--- src/rtl/riscv_pkg.sv ---
// Shared RV32I definitions for the pipeline control logic.
// Contents:
//   OPC_*   : base opcode field values (inst[6:0])
//   RV_NOP  : canonical NOP (addi x0, x0, 0) used for killed fetch slots
//   state_e : hazard controller state encoding (visible on the debug port)
package riscv_pkg;

  localparam logic [6:0] OPC_LUI    = 7'b0110111;
  localparam logic [6:0] OPC_AUIPC  = 7'b0010111;
  localparam logic [6:0] OPC_JAL    = 7'b1101111;
  localparam logic [6:0] OPC_JALR   = 7'b1100111;
  localparam logic [6:0] OPC_BRANCH = 7'b1100011;
  localparam logic [6:0] OPC_LOAD   = 7'b0000011;
  localparam logic [6:0] OPC_STORE  = 7'b0100011;
  localparam logic [6:0] OPC_OPIMM  = 7'b0010011;
  localparam logic [6:0] OPC_OP     = 7'b0110011;

  localparam logic [31:0] RV_NOP = 32'h0000_0013;

  typedef enum logic [1:0] {
    StRun     = 2'd0,
    StFlush   = 2'd1,
    StMemWait = 2'd2
  } state_e;

endpackage

--- src/rtl/inst_class.sv ---
// Combinational opcode classifier for one instruction word.
// Ports:
//   inst_i      : 32-bit instruction
//   writes_rd_o : instruction writes rd (LUI, AUIPC, JAL, JALR, LOAD, OP-IMM, OP)
//   uses_rs1_o  : instruction reads rs1 (JALR, BRANCH, LOAD, STORE, OP-IMM, OP)
//   uses_rs2_o  : instruction reads rs2 (BRANCH, STORE, OP)
//   is_mem_o    : data memory access (LOAD, STORE)
//   rs1_o/rs2_o/rd_o : raw register fields
module inst_class
  import riscv_pkg::*;
(
  input  logic [31:0] inst_i,
  output logic        writes_rd_o,
  output logic        uses_rs1_o,
  output logic        uses_rs2_o,
  output logic        is_mem_o,
  output logic [4:0]  rs1_o,
  output logic [4:0]  rs2_o,
  output logic [4:0]  rd_o
);

  logic [6:0] opc;

  assign opc   = inst_i[6:0];
  assign rs1_o = inst_i[19:15];
  assign rs2_o = inst_i[24:20];
  assign rd_o  = inst_i[11:7];

  // funct3/funct7 do not affect hazard classification
  logic unused_funct;
  assign unused_funct = ^{inst_i[31:25], inst_i[14:12]};

  always_comb begin
    writes_rd_o = 1'b0;
    uses_rs1_o  = 1'b0;
    uses_rs2_o  = 1'b0;
    is_mem_o    = 1'b0;
    case (opc)
      OPC_LUI, OPC_AUIPC, OPC_JAL: writes_rd_o = 1'b1;
      OPC_JALR, OPC_OPIMM: begin
        writes_rd_o = 1'b1;
        uses_rs1_o  = 1'b1;
      end
      OPC_BRANCH: begin
        uses_rs1_o = 1'b1;
        uses_rs2_o = 1'b1;
      end
      OPC_LOAD: begin
        writes_rd_o = 1'b1;
        uses_rs1_o  = 1'b1;
        is_mem_o    = 1'b1;
      end
      OPC_STORE: begin
        uses_rs1_o = 1'b1;
        uses_rs2_o = 1'b1;
        is_mem_o   = 1'b1;
      end
      OPC_OP: begin
        writes_rd_o = 1'b1;
        uses_rs1_o  = 1'b1;
        uses_rs2_o  = 1'b1;
      end
      default: ;
    endcase
  end

endmodule

--- src/rtl/ex_hazard_ctrl.sv ---
// Execute-stage hazard controller for the three-stage RV32I pipeline.
// Produces operand-forwarding selects, freezes the pipeline while data memory is
// not ready, and sequences the fetch-kill window after a taken control transfer.
// Optional build macro: EX_HAZARD_PERF_CNT_EN adds stall/flush event counters.
// Parameters:
//   FLUSH_CYCLES : slots killed after a taken branch/jump (1..7)
//   NOP          : encoding for killed slots (consumed by the top level)
// Ports:
//   clk, rst     : clock, asynchronous active-low reset
//   inst_d       : instruction whose operands are in Execute
//   inst_x       : instruction in Writeback
//   br_taken     : taken branch/JAL/JALR resolved for inst_d
//   mem_ready    : data memory can complete the access of inst_x
//   fwd_a, fwd_b : select writeback data for operand A / B
//   stall        : hold PC, Decode and Execute registers
//   flush        : replace instruction entering Decode with NOP
//   state        : debug state (RUN=0, FLUSH=1, MEM_WAIT=2)
//   stall_cnt, flush_cnt : event counters (EX_HAZARD_PERF_CNT_EN only)
module ex_hazard_ctrl
  import riscv_pkg::*;
#(
  parameter int unsigned FLUSH_CYCLES = 2,
  parameter logic [31:0] NOP          = RV_NOP
) (
  input  logic        clk,
  input  logic        rst,
  input  logic [31:0] inst_d,
  input  logic [31:0] inst_x,
  input  logic        br_taken,
  input  logic        mem_ready,
  output logic        fwd_a,
  output logic        fwd_b,
  output logic        stall,
  output logic        flush,
  output logic [1:0]  state
`ifdef EX_HAZARD_PERF_CNT_EN
  ,
  output logic [31:0] stall_cnt,
  output logic [31:0] flush_cnt
`endif
);

  localparam logic [2:0] FcntLoad = 3'(FLUSH_CYCLES - 1);

  // NOP only matters to the top level; it lives here to keep one parameter set
  logic unused_nop;
  assign unused_nop = ^NOP;

  logic       d_writes_rd, d_uses_rs1, d_uses_rs2, d_is_mem;
  logic [4:0] d_rs1, d_rs2, d_rd;
  logic       x_writes_rd, x_uses_rs1, x_uses_rs2, x_is_mem;
  logic [4:0] x_rs1, x_rs2, x_rd;

  inst_class u_class_d (
    .inst_i      (inst_d),
    .writes_rd_o (d_writes_rd),
    .uses_rs1_o  (d_uses_rs1),
    .uses_rs2_o  (d_uses_rs2),
    .is_mem_o    (d_is_mem),
    .rs1_o       (d_rs1),
    .rs2_o       (d_rs2),
    .rd_o        (d_rd)
  );

  inst_class u_class_x (
    .inst_i      (inst_x),
    .writes_rd_o (x_writes_rd),
    .uses_rs1_o  (x_uses_rs1),
    .uses_rs2_o  (x_uses_rs2),
    .is_mem_o    (x_is_mem),
    .rs1_o       (x_rs1),
    .rs2_o       (x_rs2),
    .rd_o        (x_rd)
  );

  logic unused_class;
  assign unused_class = ^{d_writes_rd, d_is_mem, d_rd, x_uses_rs1, x_uses_rs2, x_rs1, x_rs2};

  // Forwarding: x0 is never forwarded; outputs held low during reset
  logic x_wb_valid;
  assign x_wb_valid = x_writes_rd & (x_rd != 5'd0);
  assign fwd_a = rst & d_uses_rs1 & x_wb_valid & (d_rs1 == x_rd);
  assign fwd_b = rst & d_uses_rs2 & x_wb_valid & (d_rs2 == x_rd);

  logic mem_wait;
  assign mem_wait = x_is_mem & ~mem_ready;
  assign stall    = rst & mem_wait;

  state_e     state_q, state_d, state_eff;
  logic [2:0] fcnt_q, fcnt_d;
  logic       flush_c;

  // On the cycle memory becomes ready, MEM_WAIT behaves as the state it resumes
  // into, so the pending flush slot or a new branch is handled without a gap.
  assign state_eff = (state_q == StMemWait) ? ((fcnt_q != 3'd0) ? StFlush : StRun) : state_q;

  always_ff @(posedge clk or negedge rst) begin
    if (!rst) begin
      state_q <= StRun;
      fcnt_q  <= 3'd0;
    end else begin
      state_q <= state_d;
      fcnt_q  <= fcnt_d;
    end
  end

  always_comb begin
    state_d = state_q;
    fcnt_d  = fcnt_q;
    if (mem_wait) begin
      // br_taken is dropped here; the branch is re-presented after unfreeze
      state_d = StMemWait;
    end else begin
      case (state_eff)
        StRun: begin
          state_d = StRun;
          if (br_taken) begin
            fcnt_d  = FcntLoad;
            state_d = (FcntLoad != 3'd0) ? StFlush : StRun;
          end
        end
        StFlush: begin
          if (fcnt_q <= 3'd1) begin
            fcnt_d  = 3'd0;
            state_d = StRun;
          end else begin
            fcnt_d  = fcnt_q - 3'd1;
            state_d = StFlush;
          end
        end
        default: begin
          fcnt_d  = 3'd0;
          state_d = StRun;
        end
      endcase
    end
  end

  always_comb begin
    flush_c = 1'b0;
    if (!mem_wait) begin
      case (state_eff)
        StRun:   flush_c = br_taken;
        StFlush: flush_c = 1'b1;
        default: flush_c = 1'b0;
      endcase
    end
  end

  assign flush = rst & flush_c;
  assign state = state_q;

`ifdef EX_HAZARD_PERF_CNT_EN
  logic [31:0] stall_cnt_q, flush_cnt_q;

  always_ff @(posedge clk or negedge rst) begin
    if (!rst) begin
      stall_cnt_q <= 32'd0;
      flush_cnt_q <= 32'd0;
    end else begin
      if (stall) stall_cnt_q <= stall_cnt_q + 32'd1;
      if (flush) flush_cnt_q <= flush_cnt_q + 32'd1;
    end
  end

  assign stall_cnt = stall_cnt_q;
  assign flush_cnt = flush_cnt_q;
`else
  // Counters absent in this build.
`endif

endmodule

--- config.mk ---
export PLATFORM = sky130hd
export DESIGN_NAME = ex_hazard_ctrl
export DESIGN_NICKNAME = d
export VERILOG_FILES = /design/src/rtl/riscv_pkg.sv /design/src/rtl/inst_class.sv /design/src/rtl/ex_hazard_ctrl.sv
export SDC_FILE = /design/constraint.sdc
export NUM_CORES = 1
export LEC_CHECK = 0
export BUFFER_PORTS_ARGS = -buffer_cell sky130_fd_sc_hd__buf_2
export CORE_AREA = 3 3 47 49
export DETAILED_ROUTE_END_ITERATION = 10
export DIE_AREA = 0 0 50 52
export PLACE_DENSITY = 0.76
export SYNTH_ARGS = -nofsm -noshare
export SYNTH_HDL_FRONTEND = slang
export SYNTH_SLANG_ARGS = --single-unit
--- constraint.sdc ---
create_clock -name clk -period 4.9 [get_ports clk]
set_input_delay 0.245 -clock clk [delete_from_list [all_inputs] [get_ports clk]]
set_output_delay 0.245 -clock clk [all_outputs]
set_load 0.02 [all_outputs]
==> flow_metrics.tcl <==
set metrics [dict create \
    p_comb_share_pct 57.7 \
    worst_pin_slew_ps 299.8 \
    pwr-share-seq_pct 26.1 \
    start_util_pct 28.62 \
    yosysMostFrequentCell "xor2_1" \
    wl_per_cell_um 11.74 \
    diodes 0 \
    clk_path_buf_depth 2 \
    root_buffer "clkbuf_4" \
    synth_area_um2 544.3 \
    max-slew-margin-rel_pct 80.01 \
    busiest_layer "met2" \
    fp.dieH_um 52 \
    grt_max_degree 9 \
    synthArstFlopShare_pct 100.0 \
    nets 175 \
    path_cells "dlygate4sd3_1, buf_2, nand4b_1, a211o_1, a221oi_1, and4_1, buf_2" \
    synth_area_leaders "dfrtp_1 23%, xor2_1 13%, ha_1 6.9%, nor2_1 3.4%, nand4b_1 3.2%" \
    ys_seq_area_share_pct 22.99 \
    crit_top_cell "buf_2" \
    syn2layout_area_growth_pct 47.82 \
    die_area_um2 2600 \
    cts_buffers 3 \
    die_w_um 50 \
    p_sw_uw 112.1 \
    rsz0062_at_grt "no" \
    synth-edff-count 0 \
    grt_usage_pct 12.45 \
    gp_congestion 0.7665 \
    firstDrtPassIters 4 \
    worst-path-buf-inv 3 \
    critPathKind "in2out" \
    gr-total-overflow 0 \
    clk_latency_ps 240 \
    postPlaceCellArea_um2 768.2 \
    postCtsSetupRepairBufs 0 \
    io_pins 74 \
    design_area_um2 804.5 \
    drc_errors 0 \
    critPathTopFamily "buffers and inverters" \
    endpoint_kind "output port" \
    met3_usage_pct 1.719 \
    p_per_area_nw_per_um2 356.4 \
    use_met2_pct 23.48 \
    io_buffers 38 \
    drt_iter0_markers 11 \
    synthMuxAreaShare_pct 2.759 \
    hold_viol_final 0 \
    syn_avg_cell_area_um2 9.071 \
    synth_compound_gate_area_share_pct 21.38 \
    cts_resized 0 \
    yosysTopAreaCellShare_pct 22.99 \
    crit_path_start_kind "input port" \
    htreeDepth 1 \
    switching_share_pct 39.09 \
    hp-class "in2async" \
    yosysUniqueCellTypes 31 \
    via_per_inst 4.669 \
    drv_cap 0 \
    yosys.area.top_type "dfrtp_1" \
    finalCritPeriodShare_pct 45.90 \
    synth_fa_ha_area_share_pct 6.897 \
    hold_buffers 1 \
    cts_num_sinks 5 \
    synth_ff_type "dfrtp_1" \
    cp_data_required_time_ps 4660 \
    synth-simple-area-share_pct 27.82 \
    drv_slew 0 \
    synth-xor-area-share_pct 16.09 \
    clkTransAtPathRegs_ps 40 \
    drive_above_1_share_pct 43.69 \
    grt_pass1_wl_mm 2.415 \
    syn_nets 131 \
    grt_pass1_vias 617 \
    critPathMaxStageDelay_ps 520 \
    setup_tns_ps 0 \
    arrival_ps 2000 \
    layout_min_cycle_time_ps 2249 \
    synth_common_cells "8 x xor2_1, 5 x dfrtp_1, 5 x nor2_1" \
    p_leak_uw 0.0004138 \
    skew_ps 2.492 \
    setup_violations 0 \
    core_area_um2 1902 \
    vias 607 \
    gr-usage-met1_pct 12.11 \
    cts_tree "built" \
    cp_max_fo 8 \
    dp_hpwl_mm 1.364 \
    status "finished, final reports clean" \
    routed_wirelength_mm 1.526 \
    yosysWarningCount 0 \
    pwr-share-clk_pct 16.2 \
    ys_ff_latch 5 \
    slowest_stage "dlygate4sd3_1" \
    max_clock_freq_mhz 444.7 \
    antenna_found_initial 0 \
    synthCells 60 \
    detail-route-antenna-nets 0 \
    vdd_drop_max_v 0.0001476 \
    num_rows 16 \
    synth_top_family_by_area "simple AND/OR/NAND/NOR gates" \
    internal-power_uw 174.6 \
]
## worst paths after layout
kind | startpoint | to | slack, ps | cells after the start
setup / recovery | rst | fwd_a | 2650 | 7
hold / removal | rst | fcnt_q[2] | 370 | 2
setup reg to reg | fcnt_q[0] | fcnt_q[1] | 3250 | 6
hold reg to reg | fcnt_q[1] | fcnt_q[1] | 550 | 1
max in group asynchronous | rst | fcnt_q[1] | 4370 | 2
min in group clk | inst_x[0] | state[1] | 380 | 3
## worst register-to-register path, stage by stage (launching register included)
cell,delay [ps]
dfrtp_1,400
inv_1,120
ha_1,210
nand2b_4,70
a21o_4,230
o21a_4,210
mux2_4,290
## cell families (layout without fill, tap and decap cells)
kind of cell | Yosys count | count (layout)
muxes | 1 | 1
xor gates and xnor gates | 10 | 10
AOI/OAI and AO/OA | 14 | 14
DFF | 5 | 5
adders and majority gates | 3 | 3
and+or+nand+nor | 24 | 24
buffers and inverters | 3 | 46
## flip-flops by register name, summed over array words and instances, names as in the netlist
register  cells
state         2
fcnt_q        3
## stage by stage
step                      util (%)  hold slack, ps  setup slack (ps)  power, uW  cells
final                        42.30           371.2              2651      286.7    130
after floorplan                  -          -50.59              3283      194.7     60
after global placement       40.39           79.00              3147      234.3    125
after detailed placement     40.39           79.70              3118      242.2    125
after CTS                    42.30           362.5              2634      292.1    130
after global routing         42.30           386.3              2504      317.2    130
## layout by cell type (no fill, tap or decap), types with 2 or more instances in the layout
cell | synthesis | layout
a21oi_1 | 3 | 3
and3_1 | 2 | 2
buf_2 | 0 | 38
clkbuf_4 | 0 | 3
dfrtp_1 | 5 | 5
ha_1 | 3 | 3
inv_1 | 3 | 3
nand2_1 | 2 | 2
nand4b_1 | 2 | 2
nor2_1 | 5 | 5
nor2b_1 | 2 | 2
nor3_1 | 3 | 3
nor4_1 | 2 | 2
xnor2_1 | 2 | 2
xor2_1 | 8 | 8
## routing by layer
| metal | part of all wire, % | vias to the layer above |
|---|---|---|
| li1 | - | 308 |
| met1 | 37 | 270 |
| met2 | 53 | 29 |
| met3 | 9.0 | 0 |
| met4 | 0 | 0 |
| met5 | 0 | - |
## power by group through the flow
stage	Clock (uW)	Sequential [uW]	Combinational, uW
final	46.4	74.8	165
after global routing	52.6	79.0	186
after CTS	48.9	74.9	168
after detailed placement	0	75.3	167
after global placement	0	73.7	161
after floorplan	0	77.5	117
## cell type report
cell class                 count  area (um2)
inverter                       3       11.26
tap                           27       33.78
fill                         207        1097
sequential                     5       125.1
clock buffer                   4       26.28
timing repair buffer          39       200.2
multi-input combinational     52       407.9
(Power assumes the default switching activity.)
